File: src/rtl/deglitch_event_arbiter.sv
// Per-channel glitch filter (2-flop sync + min-width qualification FSM) feeding a
// round-robin arbiter that shares one valid/ready event port between all channels.
module deglitch_event_arbiter #(
   parameter int N_CH         = 4,
   parameter int CNT_W        = 11,
   parameter int DEF_MIN_HIGH = 100,
   parameter int DEF_MIN_LOW  = 100
) (
   input  logic                    clk,
   input  logic                    rst,
   input  logic [N_CH-1:0]         sig_in,
   input  logic                    cfg_we,
   input  logic [CNT_W-1:0]        cfg_min_high_in,
   input  logic [CNT_W-1:0]        cfg_min_low_in,
   output logic [N_CH-1:0]         filt_out,
   output logic                    ev_valid,
   input  logic                    ev_ready,
   output logic [$clog2(N_CH)-1:0] ev_ch,
   output logic                    ev_rise,
   output logic [N_CH-1:0]         ovf,
   input  logic [N_CH-1:0]         ovf_clr
);

   localparam int CH_W = $clog2(N_CH);

   // state   | meaning
   // LO      | filtered level low, waiting for a high sample
   // QUAL_HI | counting high samples before accepting a rise
   // HI      | filtered level high, waiting for a low sample
   // QUAL_LO | counting low samples before accepting a fall
   localparam logic [1:0] LO      = 2'd0;
   localparam logic [1:0] QUAL_HI = 2'd1;
   localparam logic [1:0] HI      = 2'd2;
   localparam logic [1:0] QUAL_LO = 2'd3;

   logic [N_CH-1:0]  sync_a;
   logic [N_CH-1:0]  s;
   logic [CNT_W-1:0] cfg_min_high;
   logic [CNT_W-1:0] cfg_min_low;
   logic [CNT_W-1:0] thr_hi;
   logic [CNT_W-1:0] thr_lo;
   logic [1:0]       state    [N_CH];
   logic [1:0]       state_nx [N_CH];
   logic [CNT_W-1:0] cnt      [N_CH];
   logic [CNT_W-1:0] cnt_nx   [N_CH];
   logic [N_CH-1:0]  filt_nx;
   logic [N_CH-1:0]  rise_ev;
   logic [N_CH-1:0]  fall_ev;
   logic [N_CH-1:0]  raise;
   logic [N_CH-1:0]  pending;
   logic [N_CH-1:0]  pend_rise;
   logic [N_CH-1:0]  grant;
   logic [N_CH-1:0]  ovf_set;
   logic [N_CH-1:0]  upd;
   logic             load;
   logic             found;
   logic [CH_W-1:0]  gnt_idx;
   logic [CH_W-1:0]  last_grant;

   assign thr_hi = (cfg_min_high == '0) ? CNT_W'(1) : cfg_min_high;
   assign thr_lo = (cfg_min_low  == '0) ? CNT_W'(1) : cfg_min_low;

   // cnt holds the number of qualifying samples already seen, so reaching the
   // threshold means the run was long enough whatever the current sample is.
   always_comb begin
      filt_nx = filt_out;
      rise_ev = '0;
      fall_ev = '0;
      for (int ch = 0; ch < N_CH; ch++) begin
         state_nx[ch] = state[ch];
         cnt_nx[ch]   = cnt[ch];
         case (state[ch])
            LO: begin
               if (s[ch]) begin
                  state_nx[ch] = QUAL_HI;
                  cnt_nx[ch]   = CNT_W'(1);
               end
            end
            QUAL_HI: begin
               if (cnt[ch] >= thr_hi) begin
                  state_nx[ch] = HI;
                  filt_nx[ch]  = 1'b1;
                  rise_ev[ch]  = 1'b1;
               end else if (!s[ch]) begin
                  state_nx[ch] = LO;
               end else if (cnt[ch] != '1) begin
                  cnt_nx[ch] = cnt[ch] + CNT_W'(1);
               end
            end
            HI: begin
               if (!s[ch]) begin
                  state_nx[ch] = QUAL_LO;
                  cnt_nx[ch]   = CNT_W'(1);
               end
            end
            QUAL_LO: begin
               if (cnt[ch] >= thr_lo) begin
                  state_nx[ch] = LO;
                  filt_nx[ch]  = 1'b0;
                  fall_ev[ch]  = 1'b1;
               end else if (s[ch]) begin
                  state_nx[ch] = HI;
               end else if (cnt[ch] != '1) begin
                  cnt_nx[ch] = cnt[ch] + CNT_W'(1);
               end
            end
            default: state_nx[ch] = LO;
         endcase
      end
   end

   // Round-robin: channels above last_grant first, then wrap to the bottom.
   always_comb begin
      found   = 1'b0;
      gnt_idx = '0;
      for (int j = 0; j < N_CH; j++) begin
         if (!found && pending[j] && (j > int'(last_grant))) begin
            found   = 1'b1;
            gnt_idx = CH_W'(j);
         end
      end
      for (int j = 0; j < N_CH; j++) begin
         if (!found && pending[j] && (j <= int'(last_grant))) begin
            found   = 1'b1;
            gnt_idx = CH_W'(j);
         end
      end
   end

   assign load    = !ev_valid || ev_ready;
   assign grant   = (load && found) ? (N_CH'(1) << gnt_idx) : '0;
   assign raise   = rise_ev | fall_ev;
   assign ovf_set = raise & pending & ~grant;
   assign upd     = raise & ~ovf_set;

   always_ff @(posedge clk) begin
      if (rst) begin
         sync_a       <= '0;
         s            <= '0;
         cfg_min_high <= CNT_W'(DEF_MIN_HIGH);
         cfg_min_low  <= CNT_W'(DEF_MIN_LOW);
         filt_out     <= '0;
         pending      <= '0;
         pend_rise    <= '0;
         ovf          <= '0;
         ev_valid     <= 1'b0;
         ev_ch        <= '0;
         ev_rise      <= 1'b0;
         last_grant   <= '0;
         for (int ch = 0; ch < N_CH; ch++) begin
            state[ch] <= LO;
            cnt[ch]   <= '0;
         end
      end else begin
         sync_a   <= sig_in;
         s        <= sync_a;
         filt_out <= filt_nx;
         if (cfg_we) begin
            cfg_min_high <= cfg_min_high_in;
            cfg_min_low  <= cfg_min_low_in;
         end
         for (int ch = 0; ch < N_CH; ch++) begin
            state[ch] <= state_nx[ch];
            cnt[ch]   <= cnt_nx[ch];
         end
         pending   <= (pending & ~grant) | raise;
         pend_rise <= (pend_rise & ~upd) | (rise_ev & upd);
         ovf       <= ovf_set | (ovf & ~ovf_clr);
         if (load) begin
            if (found) begin
               ev_valid   <= 1'b1;
               ev_ch      <= gnt_idx;
               ev_rise    <= pend_rise[gnt_idx];
               last_grant <= gnt_idx;
            end else begin
               ev_valid <= 1'b0;
            end
         end
      end
   end

endmodule
File: config.mk
export PLATFORM = sky130hd
export DESIGN_NAME = deglitch_event_arbiter
export DESIGN_NICKNAME = d
export VERILOG_FILES = /design/src/rtl/deglitch_event_arbiter.sv
export SDC_FILE = /design/constraint.sdc
export NUM_CORES = 1
export LEC_CHECK = 0
export CAP_MARGIN = 20
export CORE_AREA = 3 3 144 118
export CTS_BUF_LIST = sky130_fd_sc_hd__clkbuf_8
export CTS_CLUSTER_SIZE = 20
export DETAILED_ROUTE_END_ITERATION = 7
export DIE_AREA = 0 0 147 121
export GPL_TIMING_DRIVEN = 1
export PLACE_DENSITY = 0.67
export SYNTH_ARGS = -nofsm -noshare
export SYNTH_HDL_FRONTEND = slang
export SYNTH_SLANG_ARGS = --single-unit
export TNS_END_PERCENT = 20
File: constraint.sdc
create_clock -name clk -period 2.8 [get_ports clk]
set_input_delay 0.84 -clock clk [delete_from_list [all_inputs] [get_ports clk]]
set_output_delay 0.84 -clock clk [all_outputs]
set_load 0.05 [all_outputs]
After elaboration in Yosys (flattened, before gate mapping):

Memories as Yosys holds them, arrays and structs flattened.
Index checks and enable logic that the tools add are counted.

* bits in writable memories: 52
* bits of input ports: 34
* memories: 2
* output and inout port bits: 12
* logic and storage cells: 238
* register bits: 50

* $add $sub $neg: 4
* bitwise gates (word level): 23
* shifts and indexed selects: 1
* muxes and demuxes: 119
* eq/ne operators: 24
* reduce and logical (&&, ||, !) cells: 36
* $lt $le $gt $ge: 15

Memories
* cnt: depth 4, bits a word 11, rd ports 4, clocked after Yosys merged registers in 0, wr ports 4, RTL line 44 `logic [CNT_W-1:0] cnt [N_CH];`
* state: depth 4, bits a word 2, rd ports 4, clocked after Yosys merged registers in 0, wr ports 4, RTL line 42 `logic [1:0] state [N_CH];`

Operator list (number)
* $mux W11: 34
* $pmux W11 S4: 4
* $ge A11 B11 Y1: 8
* $mux W2: 34
* $add A11 B1 Y11 const B: 4
* $ne A11 B11 Y1 const B: 4
* $mux W1: 37
* $pmux W2 S4: 4
* $and A4 B4 Y4: 7
* $logic_not A11 Y1: 2
* $eq A2 B2 Y1 const B: 8
* $ne A2 B2 Y1 const B: 8
* $not A4 Y4: 4
* $or A4 B4 Y4: 4
* $logic_and A1 B1 Y1: 13
* $reduce_and A3 Y1: 4
* $eq A2 B1 Y1 const B: 4
* $logic_not A2 Y1: 4
* $or A1 B1 Y1: 8
* $pmux W1 S2: 4
* $reduce_bool A2 Y1: 4
* $logic_not A1 Y1: 7
* $gt A2 B2 Y1 const A: 2
* $le A2 B2 Y1 const A: 2
* other kinds (8): 8

Longest topological paths before layout:

* depth after elaboration: 35
* mapped depth: 12

Least setup slack after synthesis:

No wires, ideal clock.

* path type: flip-flop to flip-flop
* start point: register cfg_min_high[10]
* end point: memory cnt[2][4]
* setup slack: 0.084 ns
* arrival: 2.594 ns
* period minus slack after synthesis: 2.716 ns
* stages on the path, launching flop included: 12
* cells stage by stage: dfxtp_1 > nor4_1 > a41o_1 > ha_1 > nand2b_4 > a211o_1 > a211o_1 > a21oi_2 > buf_6 > and2_4 > a21oi_2 > a221o_1

RTL lines
* start, declared: RTL line 38 `logic [CNT_W-1:0] cfg_min_high;`
* start signal, assigned: RTL line 140 `cfg_min_high <= CNT_W'(DEF_MIN_HIGH);`
* start signal, assigned: RTL line 159 `cfg_min_high <= cfg_min_high_in;`
* end, declared: RTL line 44

==> run_results.csv <==
group,metric,value,unit
yosys,synth-seq-area-share,29.1,%
clock_tree,cts_hold_buf,0,
critical_path,critPathBufInv,1,
detailed_routing,via_per_inst,5.74,
clock_tree,cts_tree,"yes",
layout,stdcell_area,8460,um2
critical_path,arrival,3.14,ns
clock_tree,root_buffer,"clkbuf_8",
status,status,"complete, but fails checks",
critical_path,critPathSlowestCell,"or4_4",
yosys,synth_ff_type,"dfxtp_1",
layout,final_cells,1136,
clock_tree,clk_pin_slew,0.10,ns
global_routing,antenna_found_initial,0,
clock_tree,clock_sinks,102,
global_routing,grt_pass1_wl,30.2,mm
power_and_ir_drop,powerDensity,364,nW/um2
die,dieWidth,147,um
placement,portBuffers,45,
yosys,netlist_top_cells_area,"dfxtp_1, ha_1, a21oi_1",
layout,n_fill_cell,1469,
die,pin_count,46,
yosys,netlist_top_cells_count,"dfxtp_1, ha_1, nand2_1, a21oi_1, inv_1",
global_routing,gr-total-overflow,0,
yosys,synthCells,837,
critical_path,cpPeakStageDelay,0.54,ns
detailed_routing,final_antenna_net_count,0,
yosys,ys_warn_count,0,
layout,drive_gt1_share,14.3,%
detailed_routing,drc,0,
layout,area_delta_synth_final,20.5,%
placement,dp_cells,1116,
timing,tightest_slew,0.626,ns
layout,nNetsFinal,1050,
yosys,ys_types,76,
critical_path,worstPathRequired,3.13,ns
yosys,synth-async-reset-ratio,0,%
layout,regArea,2050,um2
detailed_routing,drt-pass1-iter-count,5,
critical_path,startpoint_type,"flip-flop",
critical_path,cp-end-kind,"flip-flop",
die,dieHeight,121,um
clock_tree,h-tree-depth,3,
timing,hold_viol_final,0,
clock_tree,cts_buffers,9,
critical_path,cp_max_fo,4,
yosys,yosysMostFrequentCell,"dfxtp_1",
detailed_routing,wirelength,18.8,mm
power_and_ir_drop,p_leak,3.52,nW
placement,place_worst_setup_slack,-0.105,ns
detailed_routing,avgRoutedWirePerCell,16.6,um
yosys,synth_top_area_share,29.1,%
critical_path,crit_chain,"nor4_4 > a41o_2 > buf_6 > ha_4 > nand2b_4 > nand3_2 > a211o_1 > a31oi_4 > o311a_1 > or4_4 > a21oi_2",
timing,fin_ws,-0.0149,ns
global_routing,grt_use_total,21.2,%
placement,placed_area,7970,um2
timing,fin_hold_ws,0.442,ns
layout,diodes,0,
timing,finalSetupViolCount,1,
die,rows,41,
timing,rsz0062_at_grt,"true",
die,dieArea,17800,um2
yosys,syn_nets,971,
yosys,avgSynthCellArea,8.39,um2
yosys,mappedNetlistArea,7020,um2
die,start_util,44.7,%
yosys,synth_area_leader_cell,"dfxtp_1",
power_and_ir_drop,vdd_ir_drop_max,0.235,mV
clock_tree,clock_latency,0.40,ns
yosys,synth_edf_count,0,
timing,max_freq,355,MHz
global_routing,grt_pass1_vias,5928,
timing,slew_headroom,58.0,%
worst_hold_path,min_path_type,"flip-flop to flip-flop",
yosys,ys_seq_elements,102,
global_routing,grt_max_degree,33,
timing,period_share,101,%
die,core,15700,um2
layout,multi_input_area,4840,um2
detailed_routing,dr.first_iter.drc_count,452,
status,failed_checks,"setup timing",
timing,min_period,2.81,ns
critical_path,critPathTopFamily,"compound AO/OA/AOI/OAI gates",
timing,fin_skew,0.0167,ns
detailed_routing,vias,6524,
placement,place.gp.congestion,0.932,
critical_path,crit_type,"flip-flop to flip-flop",
timing,drv_slew,0,
placement,dp_hpwl,14.1,mm
clock_tree,clk_path_buf_depth,2,
run,cap_violations,0,
cell families (layout without fill, tap and decap cells):
| logic type | after synthesis | count (layout) | share of synthesized area, % |
|---|---|---|---|
| AND/OR/NAND/NOR | 265 | 265 | 19.1 |
| AO/OA/AOI/OAI | 256 | 257 | 25.4 |
| flip-flops | 102 | 102 | 29.1 |
| adder cells (fa/ha/maj) | 100 | 100 | 17.8 |
| buffers and inverters | 90 | 173 | 5.08 |
| multiplexers | 22 | 22 | 3.17 |
| XOR/XNOR | 2 | 2 | 0.250 |
per-stage QoR:
step / TNS [ns] / utilization, % / total power [mW]
2_1_floorplan: 0 / - / 1.83
4_1_cts: -0.00899 / 52.4 / 3.08
3_5_place_dp: -0.748 / 50.7 / 2.02
6_report: -0.0149 / 53.9 / 3.08
3_3_place_gp: -0.805 / 50.7 / 2.01
5_1_grt: -1.71 / 53.9 / 3.22
path summary, 6_finish.rpt:
| kind | slack [ns] | end | start | cells past startpoint |
|---|---|---|---|---|
| min | 0.44 | s[3]$_SDFF_PP0_ | sync_a[3]$_SDFF_PP0_ | 1 |
| max | -0.01 | state[2][1]$_SDFFE_PP0P_ | cfg_min_low[9]$_SDFFE_PP0P_ | 11 |
| min reg2reg | 0.44 | s[3]$_SDFF_PP0_ | sync_a[3]$_SDFF_PP0_ | 1 |
| max reg2reg | -0.01 | state[2][1]$_SDFFE_PP0P_ | cfg_min_low[9]$_SDFFE_PP0P_ | 11 |
cells in the final DEF (no fill, tap or decap), drive strengths merged, types with 12 or more instances in the layout:
cell	instances
clkdlybuf4s50	43
clkbuf	12
or3	16
ha	100
buf	52
nor2	59
inv	64
nand3	27
mux2i	20
nand4	12
nand2	72
nand2b	15
o21ai	56
a21oi	67
a211oi	16
dfxtp	102
nor2b	13
o211ai	16
o21a	12
registers in the layout, indices dropped and copies added, names as in the netlist, named ones only:
signal        cells
pending           4
ovf               4
ev_rise           1
ev_valid          1
cfg_min_low      11
state             8
filt_out          4
s                 4
cnt              44
cfg_min_high     11
last_grant        2
sync_a            4
power breakdown:
group          total, mW  leakage, nW  switching [mW]  internal (mW)
clock               1.05        0.116           0.552          0.500
sequential          1.52        0.830          0.0311           1.49
combinational      0.508         2.57           0.283          0.225
total               3.08         3.52           0.866           2.21
what timing repair did:
item,4_1_cts,5_1_grt
pin swaps,2,38
setup endpoints to repair,33,53
gates cloned,0,2
resized for setup,8,45
setup buffers,0,2
final cells by class:
cell class | instances | area share, %
Clock buffer | 12 | 1.95
Clock inverter | 4 | 0.695
Inverter | 61 | 2.71
Multi-Input combinational cell | 646 | 57.3
Sequential cell | 102 | 24.2
Tap cell | 215 | 3.18
Timing Repair Buffer | 96 | 10.0
per-layer routing:
metal | up-vias | GRT usage (%) | part of all wire (%)
met5 | - | 0 | 0
met3 | 37 | 3.77 | 5.6
met2 | 206 | 32.2 | 43
li1 | 3280 | - | -
met4 | 0 | 6.58 | 2.3
met1 | 3001 | 30.6 | 49
(Power assumes the default switching activity.)
